File: src/rtl/pc_gen_multi_if.sv
// pc_gen_multi_if: control, redirect and status signals between the fetch PC generator and its pipeline
interface pc_gen_multi_if #(
  parameter int XLEN = 32,
  parameter int CW = 3
);
  logic stall_i;
  logic halt_i;
  logic trap_i;
  logic mret_i;
  logic br_taken_i;
  logic [XLEN-1:0] br_base_i;
  logic [XLEN-1:0] br_offset_i;
  logic jmp_i;
  logic [XLEN-1:0] jmp_target_i;
  logic call_i;
  logic ret_i;
  logic [XLEN-1:0] ret_fallback_i;
  logic [XLEN-1:0] pc_o;
  logic pc_valid_o;
  logic [XLEN-1:0] epc_o;
  logic [CW-1:0] ras_count_o;
  modport master (
    output stall_i, halt_i, trap_i, mret_i, br_taken_i, br_base_i, br_offset_i,
           jmp_i, jmp_target_i, call_i, ret_i, ret_fallback_i,
    input  pc_o, pc_valid_o, epc_o, ras_count_o
  );
  modport slave (
    input  stall_i, halt_i, trap_i, mret_i, br_taken_i, br_base_i, br_offset_i,
           jmp_i, jmp_target_i, call_i, ret_i, ret_fallback_i,
    output pc_o, pc_valid_o, epc_o, ras_count_o
  );
endinterface

File: src/rtl/pc_gen_multi.sv
// pc_gen_multi: fetch PC generator with prioritised redirects, return-address stack and boot/run/halt control
module pc_gen_multi #(
  parameter int XLEN = 32,
  parameter logic [XLEN-1:0] RESET_VECTOR = '0,
  parameter logic [XLEN-1:0] TRAP_VECTOR = XLEN'(32'h0000_0100),
  parameter int PC_INC = 4,
  parameter int OFFSET_SHIFT = 1,
  parameter int RAS_DEPTH = 4
) (
  input logic clk_i,
  input logic rst_i,
  pc_gen_multi_if.slave bus
);
  localparam int PW = $clog2(RAS_DEPTH);
  localparam int CW = PW + 1;
  typedef enum logic [1:0] {BOOT, RUN, HALT} state_t;
  state_t state_q, state_d;
  logic [XLEN-1:0] pc_q, pc_d, epc_q, epc_d;
  logic [XLEN-1:0] ras_q [RAS_DEPTH];
  logic [XLEN-1:0] ras_d [RAS_DEPTH];
  logic [PW-1:0] top_q, top_d, push_idx;
  logic [CW-1:0] cnt_q, cnt_d;
  logic push, pop;
  logic [XLEN-1:0] inc;
  assign inc = XLEN'(PC_INC);
  assign push_idx = top_q + PW'(1);
  always_comb begin
    state_d = state_q;
    pc_d = pc_q;
    epc_d = epc_q;
    push = 1'b0;
    pop = 1'b0;
    case (state_q)
      BOOT: state_d = RUN;
      RUN: begin
        if (bus.trap_i) begin
          pc_d = TRAP_VECTOR;
          epc_d = pc_q;
        end else if (bus.halt_i) begin
          state_d = HALT;
        end else if (bus.mret_i) begin
          pc_d = epc_q;
        end else if (bus.br_taken_i) begin
          pc_d = bus.br_base_i + (bus.br_offset_i << OFFSET_SHIFT);
        end else if (bus.jmp_i) begin
          pc_d = bus.jmp_target_i;
          push = bus.call_i;
        end else if (bus.ret_i) begin
          pc_d = (cnt_q != '0) ? ras_q[top_q] : bus.ret_fallback_i;
          pop = (cnt_q != '0);
        end else if (!bus.stall_i) begin
          pc_d = pc_q + inc;
        end
      end
      HALT: begin
        if (bus.trap_i) begin
          state_d = RUN;
          pc_d = TRAP_VECTOR;
          epc_d = pc_q;
        end else if (!bus.halt_i) begin
          state_d = RUN;
        end
      end
      default: state_d = BOOT;
    endcase
  end
  // a push onto a full stack lands on the oldest slot, so the count saturates
  always_comb begin
    ras_d = ras_q;
    top_d = top_q;
    cnt_d = cnt_q;
    if (push) begin
      ras_d[push_idx] = bus.br_base_i + inc;
      top_d = push_idx;
      cnt_d = (cnt_q == CW'(RAS_DEPTH)) ? cnt_q : cnt_q + CW'(1);
    end else if (pop) begin
      top_d = top_q - PW'(1);
      cnt_d = cnt_q - CW'(1);
    end
  end
  always_ff @(posedge clk_i or posedge rst_i) begin
    if (rst_i) begin
      state_q <= BOOT;
      pc_q <= RESET_VECTOR;
      epc_q <= '0;
      ras_q <= '{default: '0};
      top_q <= '0;
      cnt_q <= '0;
    end else begin
      state_q <= state_d;
      pc_q <= pc_d;
      epc_q <= epc_d;
      ras_q <= ras_d;
      top_q <= top_d;
      cnt_q <= cnt_d;
    end
  end
  assign bus.pc_o = pc_q;
  assign bus.pc_valid_o = (state_q == RUN);
  assign bus.epc_o = epc_q;
  assign bus.ras_count_o = cnt_q;
endmodule
File: src/flat_wrapper.sv
// flat-port wrapper written by rule: the top's interface ports become plain ports
module pc_gen_multi_flat 
#(
  parameter int XLEN = 32,
  parameter logic [XLEN-1:0] RESET_VECTOR = '0,
  parameter logic [XLEN-1:0] TRAP_VECTOR = XLEN'(32'h0000_0100),
  parameter int PC_INC = 4,
  parameter int OFFSET_SHIFT = 1,
  parameter int RAS_DEPTH = 4
)
  (clk_i, rst_i, bus_stall_i, bus_halt_i, bus_trap_i, bus_mret_i, bus_br_taken_i, bus_br_base_i, bus_br_offset_i, bus_jmp_i, bus_jmp_target_i, bus_call_i, bus_ret_i, bus_ret_fallback_i, bus_pc_o, bus_pc_valid_o, bus_epc_o, bus_ras_count_o);
  pc_gen_multi_if #(.XLEN(XLEN)) bus_i ();
  input logic clk_i;
  input logic rst_i;
  input wire logic [$bits(bus_i.stall_i)-1:0] bus_stall_i;
  input wire logic [$bits(bus_i.halt_i)-1:0] bus_halt_i;
  input wire logic [$bits(bus_i.trap_i)-1:0] bus_trap_i;
  input wire logic [$bits(bus_i.mret_i)-1:0] bus_mret_i;
  input wire logic [$bits(bus_i.br_taken_i)-1:0] bus_br_taken_i;
  input wire logic [$bits(bus_i.br_base_i)-1:0] bus_br_base_i;
  input wire logic [$bits(bus_i.br_offset_i)-1:0] bus_br_offset_i;
  input wire logic [$bits(bus_i.jmp_i)-1:0] bus_jmp_i;
  input wire logic [$bits(bus_i.jmp_target_i)-1:0] bus_jmp_target_i;
  input wire logic [$bits(bus_i.call_i)-1:0] bus_call_i;
  input wire logic [$bits(bus_i.ret_i)-1:0] bus_ret_i;
  input wire logic [$bits(bus_i.ret_fallback_i)-1:0] bus_ret_fallback_i;
  output wire logic [$bits(bus_i.pc_o)-1:0] bus_pc_o;
  output wire logic [$bits(bus_i.pc_valid_o)-1:0] bus_pc_valid_o;
  output wire logic [$bits(bus_i.epc_o)-1:0] bus_epc_o;
  output wire logic [$bits(bus_i.ras_count_o)-1:0] bus_ras_count_o;
  assign bus_i.stall_i = bus_stall_i;
  assign bus_i.halt_i = bus_halt_i;
  assign bus_i.trap_i = bus_trap_i;
  assign bus_i.mret_i = bus_mret_i;
  assign bus_i.br_taken_i = bus_br_taken_i;
  assign bus_i.br_base_i = bus_br_base_i;
  assign bus_i.br_offset_i = bus_br_offset_i;
  assign bus_i.jmp_i = bus_jmp_i;
  assign bus_i.jmp_target_i = bus_jmp_target_i;
  assign bus_i.call_i = bus_call_i;
  assign bus_i.ret_i = bus_ret_i;
  assign bus_i.ret_fallback_i = bus_ret_fallback_i;
  assign bus_pc_o = bus_i.pc_o;
  assign bus_pc_valid_o = bus_i.pc_valid_o;
  assign bus_epc_o = bus_i.epc_o;
  assign bus_ras_count_o = bus_i.ras_count_o;
  pc_gen_multi #(.XLEN(XLEN), .RESET_VECTOR(RESET_VECTOR), .TRAP_VECTOR(TRAP_VECTOR), .PC_INC(PC_INC), .OFFSET_SHIFT(OFFSET_SHIFT), .RAS_DEPTH(RAS_DEPTH)) u_core (.clk_i(clk_i), .rst_i(rst_i), .bus(bus_i));
endmodule
File: config.mk
export PLATFORM = sky130hd
export DESIGN_NAME = pc_gen_multi_flat
export DESIGN_NICKNAME = d
export VERILOG_FILES = /design/src/rtl/pc_gen_multi_if.sv /design/src/rtl/pc_gen_multi.sv /design/src/flat_wrapper.sv
export SDC_FILE = /design/constraint.sdc
export NUM_CORES = 1
export LEC_CHECK = 0
export BUFFER_PORTS_ARGS = -buffer_cell sky130_fd_sc_hd__buf_2
export CAP_MARGIN = 20
export CORE_MARGIN = 2
export CORE_UTILIZATION = 52
export CTS_BUF_LIST = sky130_fd_sc_hd__clkbuf_8 sky130_fd_sc_hd__clkbuf_16
export DETAILED_ROUTE_END_ITERATION = 10
export PLACE_DENSITY = 0.77
export SYNTH_ARGS = -nofsm -noshare
export SYNTH_HDL_FRONTEND = slang
export SYNTH_SLANG_ARGS = --single-unit
export TNS_END_PERCENT = 5
File: constraint.sdc
create_clock -name clk_i -period 6.5 [get_ports clk_i]
set_clock_uncertainty 0.15 [all_clocks]
set_input_delay 1.3 -clock clk_i [delete_from_list [all_inputs] [get_ports clk_i]]
set_output_delay 1.3 -clock clk_i [all_outputs]
set_load 0.02 [all_outputs]
# Word-level counts from Yosys, hierarchy flattened
# Cells that the tools add are included.
[totals]
elab_cells = 80
output_inout_bits = 68
regBits = 199
[op_classes]
n_reduce_logical = 10
n_mux = 39
n_addsub = 7
bitwise_logic = 2
n_eq_ne = 10
magnitude_cmp = 3
[op_table]
columns = ["op", "count"]
rows = [
  ["$mux W32", 12],
  ["$bwmux W128", 1],
  ["$add A32 B3 Y32 const B", 2],
  ["$bmux W32 S2", 1],
  ["$demux W32 S2", 1],
  ["$pmux W32 S2", 1],
  ["$add A32 B32 Y32", 1],
  ["$mux W1", 13],
  ["$mux W2", 6],
  ["$mux W3", 3],
  ["$ne A2 B2 Y1 const B", 4],
  ["$ne A7 B7 Y1 const B", 1],
  ["$ge A3 B3 Y1 const B", 2],
  ["$ne A3 B3 Y1 const B", 2],
  ["$not A2 Y3", 2],
  ["$pmux W2 S3", 1],
  ["$reduce_and A2 Y1", 2],
  ["$reduce_and A4 Y1", 1],
  ["$reduce_bool A2 Y1", 2],
  ["$add A3 B1 Y3 const B", 1],
  ["$eq A3 B3 Y1 const B", 1],
  ["$lt A3 B1 Y1 const B", 1],
  ["$reduce_and A3 Y1", 1],
  ["$reduce_bool A3 Y1", 1],
  ["other kinds (8)", 8],
]

# Longest topological paths before layout
# Gate-level depths: netlist (run 1).
[depth]
word_depth = 12
depth_mapped = 11
depth_no_buf = 11

# Worst setup path before layout (run 1)
# No wires, ideal clock.
[synth_timing]
path_type = "input to register"
from = "in bus_br_offset_i[0]"
to = "reg u_core.pc_q[27], in the netlist u_core.bus.pc_o[27]"
setup_time_ns = 0.138
path_stages = 11
required_ns = 6.212
path_slack_ns = 2.966
t_arrival_ns = 3.247
n_path_buf = 0
cell_sequence = "ha_1 inv_1 fa_1 nor2b_1 o211ai_1 a31oi_1 o21a_1 a21oi_1 and3_1 o31ai_1 nand4_1"
[synth_between]
elab_chain_len = 6
[synth_rtl]
columns = ["element", "line_no", "source"]
rows = [
  ["start: declaration", "flat_wrapper.sv:21", "input wire logic [$bits(bus_i.br_offset_i)-1:0] bus_br_offset_i;"],
  ["$add A32 B32 Y32", "pc_gen_multi.sv:44", "pc_d = bus.br_base_i + (bus.br_offset_i << OFFSET_SHIFT);"],
  ["$mux W32", "pc_gen_multi.sv:43", "end else if (bus.br_taken_i) begin"],
  ["$mux W32", "pc_gen_multi.sv:41", "end else if (bus.mret_i) begin"],
  ["$mux W32", "pc_gen_multi.sv:39", "end else if (bus.halt_i) begin"],
  ["$mux W32", "pc_gen_multi.sv:36", "if (bus.trap_i) begin"],
  ["$pmux W32 S2", "pc_gen_multi.sv:33", "case (state_q)"],
  ["end signal: assignment", "pc_gen_multi.sv:91", "pc_q <= pc_d;"],
  ["end: declaration", "pc_gen_multi.sv:18", "logic [XLEN-1:0] pc_q, pc_d, epc_q, epc_d;"],
]
# No other way between the ends. The select of a mux whose other input is x is not followed.
# A chain may end at the register's enable or synchronous reset.

# Worst setup path after layout (run 1)
[layout_timing]
from = "in bus_br_taken_i"
to = "reg u_core.ras_q[120] (netlist bit)"
[layout_between]
elab_chain_len = 5
[layout_rtl]
columns = ["element", "line_no", "source"]
rows = [
  ["start: declaration", "flat_wrapper.sv:19", "input wire logic [$bits(bus_i.br_taken_i)-1:0] bus_br_taken_i;"],
  ["$mux W1", "pc_gen_multi.sv:43", ""],
  ["$mux W1", "pc_gen_multi.sv:41", ""],
  ["$mux W1", "pc_gen_multi.sv:39", ""],
  ["$mux W1", "pc_gen_multi.sv:36", ""],
  ["$mux W1", "pc_gen_multi.sv:33", ""],
  ["end signal: assignment", "pc_gen_multi.sv:93", "ras_q <= ras_d;"],
  ["end: declaration", "pc_gen_multi.sv:19", "logic [XLEN-1:0] ras_q [RAS_DEPTH];"],
]
# No other way between the ends.

==> flow_summary.ini, run 1 <==
[synth]
synth_edf_count = 0
ys.flop_type = dfrtp_1
netlist_area_um2 = 12400
ys.warnings.count = 0
avgSynthCellArea_um2 = 9.39
seq_area_frac_synth_pct = 40.1
ys_ff_latch = 199
async_flop_share_pct = 100
ys_types = 75
netlist_instances = 1322
yosysMostFrequentCell = dfrtp_1
yosys.area.top_type_share_pct = 40.1
ys_top_cells_by_count = 199 x dfrtp_1, 161 x nand2_1, 133 x a21oi_1
netlist_top_cells_area = dfrtp_1 40%, mux4_2 5.8%, a21oi_1 5.4%
synth_area_leader_cell = dfrtp_1
syn-num-nets = 1502

[pwr]
seqPwrFrac_pct = 39.4
pwr-share-clk_pct = 22.7
powerDensity_nw_per_um2 = 335
p_leak_nw = 6.49
pwr-share-comb_pct = 38.0
p_int_mw = 2.77
netSwitchingFraction_pct = 41.3
ir_worst_vdd_v = 0.000219
p_sw_mw = 1.95

[sta]
finalHoldViolCount = 0
drv_slew = 0
fmax_mhz = 241
min_period_ns = 4.15
slew-limit-headroom_pct = 26.4
setup_viol = 0
period_share_pct = 63.8
rsz0062_at_grt = no
max_slew.worst_pin.slew_ns = 1.10
fin_ws_ns = 2.35
setup_tns_ns = 0

[cells_and_area]
drive_above_1_share_pct = 23.7
finish.utilization_pct = 60.0
nets = 1656
syn2layout_area_growth_pct = 13.4

[grt]
grt_overflow = 0
grt_max_degree = 141
antenna_found_initial = 2
grt_pass1_vias = 10500
grt_first_pass_wirelength_mm = 57.3
grt_usage_pct = 29.9

[worst_setup_path]
crit_path_start = bus_br_taken_i
critical_path_required_ns = 6.69
critPathSlowestCell = and2_2
worstPathMaxFanout = 32
path_cells = buf_2, or2_1, nor4b_4, and3_1, and2_2, buf_4, nor2_1, a21oi_1
crit_arrival_ns = 4.34
r2r_start = u_core.state_q[1]
critPathLaunchType = input port
path_class = input port to flip-flop
cp-end-kind = flip-flop
r2r_slack_ns = 3.08
cpPeakStageDelay_ns = 0.63

[route]
drt_wl_total_mm = 37.6
first_iter_violations = 1478
first_pass_iters = 6
drc_errors = 0
avgRoutedWirePerCell_um = 20.8
vias_per_cell = 6.16
vias = 11100
ant_nets = 0

[clock_network]
cts.clk_slew.worst_paths_ns = 0.08
clock_latency_ns = 0.45
cts_tree = yes
cts-root-buf = clkbuf_16
ctsResizeCount = 0
cts_buffers = 17
cts_hold_buf = 0
post-cts-setup-buffers = 0
clock_sinks = 199
cts_buffer_depth = 2
htreeDepth = 4

[place]
io_buffers = 204
hpwlAfterDp_mm = 27.7
gp_congestion = 0.955
pre_cts_ws_ns = 2.01

[job]
maxCapViolCount = 0

[floorplanning]
die_area_um2 = 25100
rows = 56
dieHeight_um = 159
die_w_um = 159
ios = 206
core_um2 = 23500
start_util_pct = 52.9

[worst_hold_path]
hp-start = u_core.ras_q[83]
hp-class = flip-flop to flip-flop

[status]
outcome = complete, no violations
==> power by group through the flow <==
stage          sequential (mW)  clock, mW  combinational (mW)
6_report                  1.86       1.07                1.79
3_3_place_gp              1.85          0                1.74
4_1_cts                   1.85       1.08                1.78
2_1_floorplan             1.92          0                1.14
3_5_place_dp              1.87          0                1.76
5_1_grt                   1.90       1.12                1.95
==> stage by stage <==
stage / power, mW / std cells / hold WS [ns] / cell area, um^2
floorplan: 3.06 / 1322 / 0.295 / 12400
global placement: 3.59 / 1775 / 0.309 / 13500
detailed placement: 3.64 / 1775 / 0.317 / 13500
CTS: 4.70 / 1806 / 0.334 / 14100
global route: 4.97 / 1808 / 0.354 / 14100
finish: 4.72 / 1809 / 0.331 / 14100
==> cell usage in the layout (no fill, tap or decap), types with 21 or more instances in the layout <==
cell / instances
xnor2_1: 44
o21ai_0: 87
mux4_2: 32
nand2_1: 161
mux2_2: 43
xor2_1: 35
a21oi_1: 133
nand4_1: 23
o211ai_1: 21
nand3_1: 55
dfrtp_1: 198
ha_1: 40
buf_2: 204
nor2_1: 125
==> sequential cells by signal, summed over array words and instances, names as in the netlist <==
| name | cells |
|---|---|
| u_core.bus.epc_o | 32 |
| u_core.bus.pc_o | 32 |
| u_core.bus.ras_count_o | 3 |
| u_core.ras_q | 128 |
| u_core.state_q | 2 |
| u_core.top_q | 2 |
==> layout make-up <==
type	instances	area [um^2]
Inverter	21	82.6
Timing Repair Buffer	217	1140
Clock buffer	17	425
Clock inverter	14	155
Antenna cell	2	5.00
Sequential cell	199	4980
Tap cell	319	399
Fill cell	1992	9400
Multi-Input combinational cell	1020	6890
==> layer usage <==
layer	GRT usage (%)	routed length [um]	vias to the layer above	share of wire, %
met5	0	0	-	0
met1	40.5	15700	5439	42
met3	5.80	3010	73	8.0
met2	47.8	17600	525	47
met4	11.7	1230	0	3.3
li1	-	-	5102	-
==> cells by family (layout without fill, tap and decap cells) <==
logic type      count (synthesis)  after routing  synth area share (%)
simple gates                  452            452                  17.0
mux                            81             81                  10.2
flops                         199            199                  40.1
xor+xnor                       80             80                  5.70
fa+ha+maj                      42             42                  4.35
other cells                     0              2                     0
buf+inv                       103            269                  4.52
compound gates                365            365                  18.1
==> path summary, 6_finish.rpt <==
kind / end / cells past startpoint
max in group asynchronous: u_core.bus.pc_o[22] / 4
worst max register to register: u_core.bus.pc_o[25] / 9
min in group asynchronous: u_core.bus.epc_o[7] / 3
worst min-delay path: u_core.ras_q[83] / 2
worst max-delay path: u_core.ras_q[120] / 8
worst min register to register: u_core.ras_q[83] / 2
==> critical path: cells and delay by family <==
family / cells / cell delay (ns)
buffers and inverters: 2 / 0.73
AO/OA/AOI/OAI: 1 / 0.21
AND/OR/NAND/NOR: 5 / 2.06
(Power assumes the default switching activity.)
==> run 2: changes to the inputs <==
CORE_UTILIZATION = 58   (was 52)
PLACE_DENSITY = 0.82   (was 0.77)
clock period = 4.3 ns   (was 6.5 ns; I/O delays follow)
==> run 2 against run 1 <==
Global-route usage is 2.7 points higher. Count of clock-buffer cells in the layout rose by 1. Final cell count shrank 1.6%. Flip-flop and latch count is the same. Power rose by 54%. Worst hold slack worse by 0.029 ns. Critical path depth is 4 higher. Critical endpoint is now u_core.bus.pc_o[27]. Highest routed layer is now met5.
==> flow_summary.ini, run 2 (synthesis gave the netlist of run 1 again) <==
[clock_network]
cts_tree = yes
cts_buffer_depth = 2
htreeDepth = 4
cts_hold_buf = 0
cts.clk_slew.worst_paths_ns = 0.08
clock_sinks = 199
cts_buffers = 17
clock_latency_ns = 0.44
post-cts-setup-buffers = 0
cts-root-buf = clkbuf_16
ctsResizeCount = 0

[worst_setup_path]
path_cells = buf_2, ha_1, inv_1, fa_1, nor2b_1, o211ai_1, a31oi_1, o21a_1, a21oi_1, and3_1, o31ai_1, nand4_1
path_buf_inv = 2
cpPeakStageDelay_ns = 0.41
crit_arrival_ns = 3.47
critical_path_required_ns = 4.45
worstPathMaxFanout = 5
cp-end-kind = flip-flop
critPathSlowestCell = fa_1
path_class = input port to flip-flop
cp_top_family = compound AO/OA/AOI/OAI gates
critPathLaunchType = input port

[cells_and_area]
layout_commonest_cell = buf_2
syn2layout_area_growth_pct = 14.4
largest_register = u_core.ras_q
nets = 1670
fill_cells = 1642
largest_reg_flops = 128
finish.utilization_pct = 67.6
final_cell_mix = 204 x buf_2, 198 x dfrtp_1, 161 x nand2_1
drive_above_1_share_pct = 24.5
finalNonFillerCells = 1780

[floorplanning]
start_util_pct = 59.1
dieHeight_um = 150
die_w_um = 150
rows = 53
core_um2 = 21000
die_area_um2 = 22600
ios = 206

[pwr]
p_int_mw = 4.36
p_leak_nw = 6.59
p_sw_mw = 2.92
power.total_mw = 7.28
pwr-share-clk_pct = 23.7
pwr-share-comb_pct = 38.0
ir_worst_vdd_v = 0.000279
powerDensity_nw_per_um2 = 513
seqPwrFrac_pct = 38.3
netSwitchingFraction_pct = 40.1

[place]
hpwlAfterDp_mm = 27.2
io_buffers = 204
gp_congestion = 0.971
placed_cells = 1746

[grt]
grt_overflow = 0
antenna_found_initial = 4
grt_pass1_vias = 10800
grt_max_degree = 108
grt_first_pass_wirelength_mm = 56.8
grt_usage_pct = 32.6

[sta]
whs_ns = 0.302
rsz0062_at_grt = no
period_share_pct = 77.2
finalHoldViolCount = 0
min_period_ns = 3.32
setup_tns_ns = 0
drv_slew = 0
slew-limit-headroom_pct = 42.7
max_slew.worst_pin.slew_ns = 0.859
fmax_mhz = 301
setup_viol = 0

[route]
avgRoutedWirePerCell_um = 20.6
first_pass_iters = 8
drt_wl_total_mm = 36.6
vias_per_cell = 6.34
first_iter_violations = 1080
drc_errors = 0
ant_nets = 0
vias = 11300

[status]
outcome = complete, no violations

[job]
maxCapViolCount = 0

[worst_hold_path]
hp-class = input port to async pin
==> run 2: cell types whose count changed in the layout (fill, tap and decap cells not counted), moves of 2 or more <==
cell        delta
buf_4         +13
bufinv_16      +2
clkinvlp_4     -2
inv_6          -2
==> run 2: per-stage QoR <==
step / worst slack [ns] / area [um^2]
3_3_place_gp: 0.672 / 13600
6_report: 0.979 / 14200
3_5_place_dp: 0.611 / 13600
5_1_grt: 0.852 / 14200
2_1_floorplan: 0.716 / 12400
4_1_cts: 1.05 / 14200
==> run 2: metal layers <==
metal	routed length, um	track usage [%]
met3	3340	5.18
met1	14700	44.7
met5	13	0
met2	17000	51.6
met4	1540	14.1
==> run 2: cell type report <==
cell class	instances	area, um^2	area share (%)
repair buffers	231	1260	8.88
multi-input cells	1020	6890	48.5
diodes	2	5.00	0.0352
well taps	275	344	2.42
inverters	21	82.6	0.581
clock inverters	14	203	1.43
flip-flops and latches	199	4980	35.1
clock buffers	18	439	3.09
==> run 2: worst paths after layout <==
path / cells past startpoint / end / startpoint / slack, ns
setup / recovery: 12 / u_core.bus.pc_o[27] / bus_br_base_i[1] / 0.98
hold / removal: 2 / u_core.bus.pc_o[2] / rst_i / 0.30
setup reg to reg: 8 / u_core.ras_q[49] / u_core.state_q[1] / 1.42
hold reg to reg: 2 / u_core.ras_q[66] / u_core.ras_q[66] / 0.33
max in group asynchronous: 3 / u_core.bus.pc_o[24] / rst_i / 2.68
min in group clk_i: 2 / u_core.ras_q[66] / u_core.ras_q[66] / 0.33
==> run 2: power by group through the flow <==
stage | clock network [mW] | logic, mW | registers (mW)
6_report | 1.73 | 2.76 | 2.79
5_1_grt | 1.82 | 2.98 | 2.85
4_1_cts | 1.73 | 2.73 | 2.78
3_5_place_dp | 0 | 2.71 | 2.81
3_3_place_gp | 0 | 2.65 | 2.78
2_1_floorplan | 0 | 1.73 | 2.91
==> run 3: changes to the inputs <==
CORE_UTILIZATION = 52   (was 58)
PLACE_DENSITY = 0.77   (was 0.82)
clock period = 2.94 ns   (was 4.3 ns; I/O delays follow)
==> run 3 against run 2 <==
Setup slack lost 0.78 ns. Critical path depth up 1. Core utilization fell by 3.5 points. Sequential power increased by 44%. Flip-flop and latch count unchanged. Combinational power up 62%. Highest routed layer unchanged. Global-route usage down 2.0 points. First-iteration DRC count is 23% higher. Critical endpoint is now u_core.bus.pc_o[25]. Wire length increased by 6.1%. Register-to-register slack lost 1.2 ns.
==> flow_summary.ini, run 3 (synthesis gave the netlist of run 1 again) <==
[status]
outcome = complete, no violations

[clock_network]
htreeDepth = 4
clock_latency_ns = 0.45
cts_tree = yes
cts_buffer_depth = 2
post-cts-setup-buffers = 0
cts-root-buf = clkbuf_16
cts.clk_slew.worst_paths_ns = 0.08
clock_sinks = 199
cts_buffers = 17

[cells_and_area]
finalNonFillerCells = 1918
largest_register = u_core.ras_q
nets = 1765
drive_above_1_share_pct = 28.8
syn2layout_area_growth_pct = 21.0
largest_reg_flops = 128
final_cell_mix = 204 x buf_2, 198 x dfrtp_1, 161 x nand2_1
layout_commonest_cell = buf_2

[place]
io_buffers = 204
placed_cells = 1884
hpwlAfterDp_mm = 29.6
gp_congestion = 0.974
pre_cts_ws_ns = -0.265

[worst_setup_path]
cpPeakStageDelay_ns = 0.39
critPathSlowestCell = fa_1
path_class = input port to flip-flop
cp-end-kind = flip-flop
r2r_cells = 11
crit_arrival_ns = 2.92
r2r_start = u_core.state_q[0]
worstPathMaxFanout = 5
r2r-end = u_core.bus.pc_o[18]
r2r_slack_ns = 0.25
critical_path_required_ns = 3.12
path_cells = buf_2, ha_1, inv_1, fa_1, nor2b_1, o211ai_1, a31oi_1, buf_4, o21ai_0, o221ai_1, a21o_1, nor2_1, or3_1
critPathLaunchType = input port

[pwr]
powerDensity_nw_per_um2 = 730
p_leak_nw = 7.07
ir_worst_vdd_v = 0.000381

[route]
drt_wl_total_mm = 38.9
first_pass_iters = 8
first_iter_violations = 1327
drc_errors = 0
ant_nets = 0
vias_per_cell = 6.07
vias = 11600
avgRoutedWirePerCell_um = 20.3

[grt]
grt_max_degree = 66
grt_usage_pct = 30.6
antenna_found_initial = 2
grt_overflow = 0
grt_pass1_vias = 10900
grt_first_pass_wirelength_mm = 58.6

[sta]
whs_ns = 0.230
slew-limit-headroom_pct = 43.5
rsz0062_at_grt = no
setup_viol = 0
period_share_pct = 93.3
fin_ws_ns = 0.197
fmax_mhz = 365
finalHoldViolCount = 0
max_slew.worst_pin.slew_ns = 0.848
setup_tns_ns = 0
drv_slew = 0
min_period_ns = 2.74

[floorplanning]
die_area_um2 = 25100
ios = 206
start_util_pct = 52.9
die_w_um = 159
core_um2 = 23500
dieHeight_um = 159
rows = 56

[job]
maxCapViolCount = 0

[worst_hold_path]
hp-class = input port to flip-flop
hp-start = bus_jmp_target_i[27]
min_path_cells = 3
min_to = u_core.bus.pc_o[27]
-- run 3: cell types whose count changed in the layout (fill, tap and decap cells not counted), moves of 2 or more --
cell and delta:
buf_4 +89, buf_12 +5, inv_8 -3, clkinv_8 +2, inv_12 +2
-- run 3: worst max-delay path by stage --
stage	slack, ns	endpoint	startpoint	depth (start not counted)
3_3_place_gp	-0.27	u_core.bus.pc_o[25]	bus_br_base_i[1]	13
3_5_place_dp	-0.27	u_core.bus.pc_o[25]	bus_br_base_i[1]	13
6_report	0.20	u_core.bus.pc_o[25]	bus_br_base_i[1]	13
5_1_grt	0.04	u_core.bus.pc_o[29]	bus_br_base_i[1]	14
4_1_cts	0.19	u_core.bus.pc_o[25]	bus_br_base_i[1]	13
2_1_floorplan	-0.37	u_core.bus.epc_o[0]	rst_i	1
-- run 3: area by class of cell --
type                    instances  area (um^2)
diodes                          1         2.50
clock inverters                15          208
inverters                      21         82.6
repair buffers                326         2040
clock buffers                  17          425
multi-input cells            1020         6890
well taps                     319          399
flip-flops and latches        199         4980
fillers                      1909         8440
-- run 3: repair_timing --
item                                    4_1_cts  5_1_grt
resized for setup                             0        1
endpoints found under the hold margin         8        0
endpoints found under the setup margin        0        1
hold buffers                                  1        0
-- run 3: power breakdown --
part	switching [mW]	leakage, nW	internal [mW]	total, mW
Combinational	2.55	4.06	1.91	4.46
Sequential	0.647	2.70	3.36	4.01
Clock	1.26	0.307	1.25	2.50
Total	4.45	7.07	6.52	11.0
-- run 3: per-stage QoR --
stage	power (mW)	area (um^2)	util [%]
after floorplan	6.77	12400	-
after global placement	8.32	14400	61.3
after detailed placement	8.42	14400	61.3
after CTS	10.9	15000	64.0
after global routing	11.5	15000	64.0
final	11.0	15000	64.0
-- run 3: critical path, delay by kind of cell --
| family | cells | cell delay (ns) |
|---|---|---|
| AOI/OAI and AO/OA | 5 | 0.85 |
| adders and majority gates | 2 | 0.56 |
| buffers and inverters | 3 | 0.34 |
| and+or+nand+nor | 3 | 0.58 |
-- run 3: metal layers --
layer / up-vias / global-route usage, % / share of wire (%)
met4: 2 / 14.2 / 4.0
met1: 5592 / 41.4 / 41
met3: 106 / 3.92 / 8.2
met5: - / 0 / 0.033
li1: 5330 / - / -
met2: 617 / 49.3 / 47
